File: config.mk
export PLATFORM = sky130hd
export DESIGN_NAME = fifo_reader
export DESIGN_NICKNAME = d
export VERILOG_FILES = /design/src/rtl/fifo_reader.sv
export SDC_FILE = /design/constraint.sdc
export NUM_CORES = 1
export LEC_CHECK = 0
export CAP_MARGIN = 20
export CORE_MARGIN = 2
export CORE_UTILIZATION = 30
export DETAILED_ROUTE_END_ITERATION = 16
export HOLD_SLACK_MARGIN = 0.12
export PLACE_DENSITY = 0.53
export SLEW_MARGIN = 0
export SYNTH_ARGS = -nofsm -noshare
export SYNTH_HDL_FRONTEND = slang
export SYNTH_SLANG_ARGS = --single-unit
File: constraint.sdc
create_clock -name clk -period 2.84 [get_ports clk]
set_input_delay 0.284 -clock clk [delete_from_list [all_inputs] [get_ports clk]]
set_output_delay 0.284 -clock clk [all_outputs]
set_load 0.02 [all_outputs]
File: src/rtl/fifo_reader.sv
// fifo_reader: read-side master for the FIFO. It issues rd_en, absorbs the
// FIFO's one-cycle read latency in a 2-entry skid buffer, and presents the
// words as a valid/ready stream. It also supports a flush (drain-to-empty)
// command.
// Optional build macro: READER_PROTO_CHK_EN adds a sticky protocol error output `err`.
module fifo_reader #(
  parameter int unsigned FIFO_WIDTH    = 16,
  parameter int unsigned FIFO_DEPTH    = 8,
  parameter int unsigned max_fifo_addr = $clog2(FIFO_DEPTH),
  parameter int unsigned CNT_W         = 16
) (
  input  logic                     clk,
  input  logic                     rst,
  input  logic                     enable,
  input  logic                     flush,
  input  logic                     empty,
  input  logic [max_fifo_addr:0]   count,
  input  logic                     underflow,
  input  logic [FIFO_WIDTH-1:0]    data_out,
  output logic                     rd_en,
  output logic [FIFO_WIDTH-1:0]    m_data,
  output logic                     m_valid,
  input  logic                     m_ready,
  output logic                     busy,
  output logic                     drain_done,
  output logic [CNT_W-1:0]         words_read
`ifdef READER_PROTO_CHK_EN
  ,
  output logic                     err
`endif
);

  typedef enum logic [1:0] {IDLE, STREAM, STOP, DRAIN} state_t;

  state_t                  state, state_nxt;
  logic [FIFO_WIDTH-1:0]   skid [2];
  logic [1:0]              buf_cnt;
  logic                    rd_pend;
  logic                    pop;
  logic [1:0]              occ_after;
  logic                    tail;

  // Stream side is driven straight from the skid buffer registers.
  assign m_valid = (buf_cnt != 2'd0);
  assign m_data  = skid[0];
  assign pop     = m_valid && m_ready;
  assign busy    = (state != IDLE) || (buf_cnt != 2'd0) || rd_pend;

  // Occupancy after this edge excluding a new read; a read only fits below 2.
  assign occ_after = buf_cnt + 2'(rd_pend) - 2'(pop);
  assign tail      = 1'(buf_cnt - 2'(pop));
  assign rd_en     = ((state == STREAM) || (state == DRAIN)) && !empty &&
                     (occ_after < 2'd2);

  // Next-state logic and the drain completion pulse.
  always_comb begin
    state_nxt  = state;
    drain_done = 1'b0;
    case (state)
      IDLE: begin
        if (flush)       state_nxt = DRAIN;
        else if (enable) state_nxt = STREAM;
      end
      STREAM: begin
        if (flush)        state_nxt = DRAIN;
        else if (!enable) state_nxt = STOP;
      end
      STOP: begin
        if (!rd_pend) state_nxt = IDLE;
      end
      DRAIN: begin
        if (empty && !rd_pend &&
            ((buf_cnt == 2'd0) || ((buf_cnt == 2'd1) && pop))) begin
          state_nxt  = IDLE;
          drain_done = 1'b1;
        end
      end
      default: state_nxt = IDLE;
    endcase
  end

  // State register, skid buffer, in-flight read flag and delivered-word counter.
  always_ff @(posedge clk) begin
    if (rst) begin
      state      <= IDLE;
      buf_cnt    <= 2'd0;
      rd_pend    <= 1'b0;
      skid[0]    <= '0;
      skid[1]    <= '0;
      words_read <= '0;
    end else begin
      state   <= state_nxt;
      rd_pend <= rd_en;
      buf_cnt <= occ_after;
      if (pop) begin
        skid[0]    <= skid[1];
        words_read <= words_read + CNT_W'(1);
      end
      if (rd_pend) skid[tail] <= data_out;
    end
  end

`ifdef READER_PROTO_CHK_EN
  logic pend_empty;
  logic unused_count;

  assign unused_count = ^count;

  // Sticky error on FIFO underflow or on capturing a read issued against an empty FIFO.
  always_ff @(posedge clk) begin
    if (rst) begin
      pend_empty <= 1'b0;
      err        <= 1'b0;
    end else begin
      pend_empty <= rd_en && empty;
      if (underflow || (rd_pend && pend_empty)) err <= 1'b1;
    end
  end
`else
  logic unused_inputs;

  assign unused_inputs = ^{count, underflow};
`endif

endmodule

==> impl_metrics.ini <==
[hold_path]
holdPathStages = 2
worstHoldEndpoint = words_read[15]
holdCritPathClass = reg2reg
hp-start = words_read[15]

[worst_setup_path]
cp.arrival_ns = 2.31
r2r-end = rd_pend
cp_cell_sequence = clkdlybuf4s50_1 > buf_4 > nor2b_1 > or4b_2 > nor2_1 > clkdlybuf4s50_1
crit_slowest_cell = or4b_2
cp_max_fo = 4
ff2ff_setup_slack_ns = 1.00
crit_type = in2out
cp.required_ns = 2.56
worstSetupEndpointType = primary output
cp-start-kind = input port
worstReg2RegStart = buf_cnt[0]
cpMostUsedCell = clkdlybuf4s50_1
max_stage_delay_ns = 0.64
r2r_cells = 9

[sta]
worst_slew_pin_slew_ns = 0.513
timing.final.crit_share_pct = 91.4
hold_violations = 0
fmax_ghz = 0.385
grt_setup_unrepaired = no
clock_skew_ns = 0.00607
slew_headroom_pct = 65.8
min_period_ns = 2.60
slew_violations = 0
finalSetupViolations = 0
finalSetupTns_ns = 0

[logic_synthesis]
async_flop_share_pct = 0
synth_area_sq_um = 2340
yosysMostFrequentCell = nand2_1
synth_cell_types = 34
syn_nets = 258
synth-seq-area-share_pct = 58.9
synthFlopType = edfxtp_1
synthCells = 228
yosysWarnings = 0
synth_edf_count = 32
synth_commonest_cells = nand2_1 (38), edfxtp_1 (32), dfxtp_1 (21), o21ai_0 (20), nor2_1 (18)
yosysTopAreaCell = edfxtp_1
synth_top_area_share_pct = 41.0
synth_area_leaders = edfxtp_1 (41%), dfxtp_1 (18%), nand2_1 (6.1%), and2_1 (4.3%), o21ai_0 (4.3%)
avgSynthCellArea_sq_um = 10.3
ys_ff_latch = 53

[global_route]
grt_pass1_wl_microns = 8160
grt_pass1_vias = 1641
gr-total-overflow = 0
grt_max_degree = 33
antenna_found_initial = 0
track_usage_pct = 11.9

[routing]
wire_per_inst_microns = 12.1
wl_met1_microns = 2240
drc = 0
avgViaCountPerCell = 4.38
vias = 1729
first_pass_iters = 4
ant_nets = 0
dr_wl_met3_microns = 243
drt-initial-drc-count = 50
highest_layer = met4
wl_microns = 4800
wl_met2_microns = 2250

[clocking]
cts.htree.levels = 2
clkSlewWorstSetupHoldPaths_ns = 0.09
cts_max_path_buffers = 2
insertion_delay_ns = 0.30
post_cts_buffers = 0
cts_tree = built
cts_made_buffers = 5
cts.sinks = 53
cts_root_buffer = clkbuf_8

[floorplanning]
io-pin-count = 63
chipWidth_microns = 92.4
core-area_sq_um = 7650
dieArea_sq_um = 8540
start_util_pct = 30.7
die_h_microns = 92.4
rows = 32

[pwr]
cellPowerDensity_nw_per_um2 = 581
p_leak_uw = 0.00110
vdd_ir_drop_max_v = 0.000252

[cells_and_area]
drive_gt1_share_pct = 8.87
num_antenna_cells = 0
nets = 322
fillers = 781
area_growth_pct = 34.8
seqCellArea_sq_um = 1380
fin_util_pct = 41.3
multiInputGateArea_sq_um = 897

[status]
status = finished clean

[placed_design]
post-dp-hpwl_microns = 3380
port_buffers = 57
gp_routability_congestion = 0.714

[job]
drv_cap = 0
==> cells by family after synthesis <==
group / count (synthesis) / share of synthesized area (%)
buffers and inverters: 17 / 3.04
XOR/XNOR: 11 / 4.11
adder cells (fa/ha/maj): 3 / 1.60
AND/OR/NAND/NOR: 109 / 23.9
AO/OA/AOI/OAI: 35 / 8.43
flip-flops: 53 / 58.9
==> cells in the final DEF (no fill, tap or decap), types with 2 or more instances in the layout <==
cell,synthesis,routed
xor2_1,2,2
o21ai_0,20,20
nor4_1,3,3
clkbuf_8,0,5
and2_1,16,16
inv_1,8,8
nor2_1,18,18
nand3_1,4,4
nor3_1,6,5
or3_1,5,5
clkinvlp_4,0,2
or2_2,3,3
ha_1,3,3
a211oi_1,2,2
nor2b_1,3,3
a31o_2,2,2
edfxtp_1,32,32
nand4_1,2,2
nand2b_1,4,4
a21oi_1,7,7
and3b_1,2,2
clkdlybuf4s50_1,0,56
nand2_1,38,38
xnor2_1,9,9
dfxtp_1,21,21
buf_4,0,9
==> power breakdown <==
group	total [uW]	leakage [uW]	internal [uW]	switching [uW]
sequential	942	0.000503	903	38.7
clock	419	0.0000374	174	245
combinational	477	0.000559	230	247
==> worst max path at each step <==
stage | from | endpoint | cells after the start
6_report | m_ready | drain_done | 6
5_1_grt | buf_cnt[0] | rd_en | 9
4_1_cts | buf_cnt[0] | rd_en | 9
3_5_place_dp | m_ready | rd_en | 10
3_3_place_gp | m_ready | rd_en | 10
2_1_floorplan | buf_cnt[1] | rd_en | 9
==> worst max-delay path, delay by kind of cell <==
kind | cells | cell delay, ns
and+or+nand+nor | 3 | 0.83
buffers and inverters | 3 | 1.21
==> final cells by class <==
| class | instances | share of cell area (%) |
|---|---|---|
| inverters | 8 | 0.950 |
| flip-flops and latches | 53 | 43.7 |
| repair buffers | 66 | 20.2 |
| multi-input cells | 158 | 28.4 |
| clock buffers | 6 | 2.30 |
| well taps | 102 | 4.04 |
| clock inverters | 2 | 0.475 |
==> metrics by stage <==
step / cells / setup slack (ns) / hold slack (ns) / instance area, sq um / total power (uW)
after floorplan: 228 / 0.381 / 0.471 / 2340 / 1210
after global placement: 386 / 0.0916 / 0.471 / 3070 / 1440
after detailed placement: 386 / 0.0271 / 0.489 / 3070 / 1450
after CTS: 394 / 0.229 / 0.503 / 3150 / 1870
after global routing: 395 / 0.0684 / 0.555 / 3160 / 1940
final: 395 / 0.244 / 0.499 / 3160 / 1840
==> repair_timing <==
| item | 4_1_cts | 5_1_grt |
|---|---|---|
| resized for setup | 1 | 0 |
| hold endpoints to repair | 0 | 0 |
| hold buffers | 0 | 0 |
| endpoints found under the setup margin | 1 | 0 |
==> sequential cells by signal (all words and copies together), names as in the netlist <==
| register | flops |
|---|---|
| buf_cnt | 2 |
| rd_pend | 1 |
| skid | 32 |
| state | 2 |
| words_read | 16 |
==> per-layer routing <==
metal,track usage (%),up-vias
li1,-,915
met1,15.8,765
met2,19.0,42
met3,2.77,7
met4,4.48,0
met5,0,-
Power figures use the tool's default switching activity.
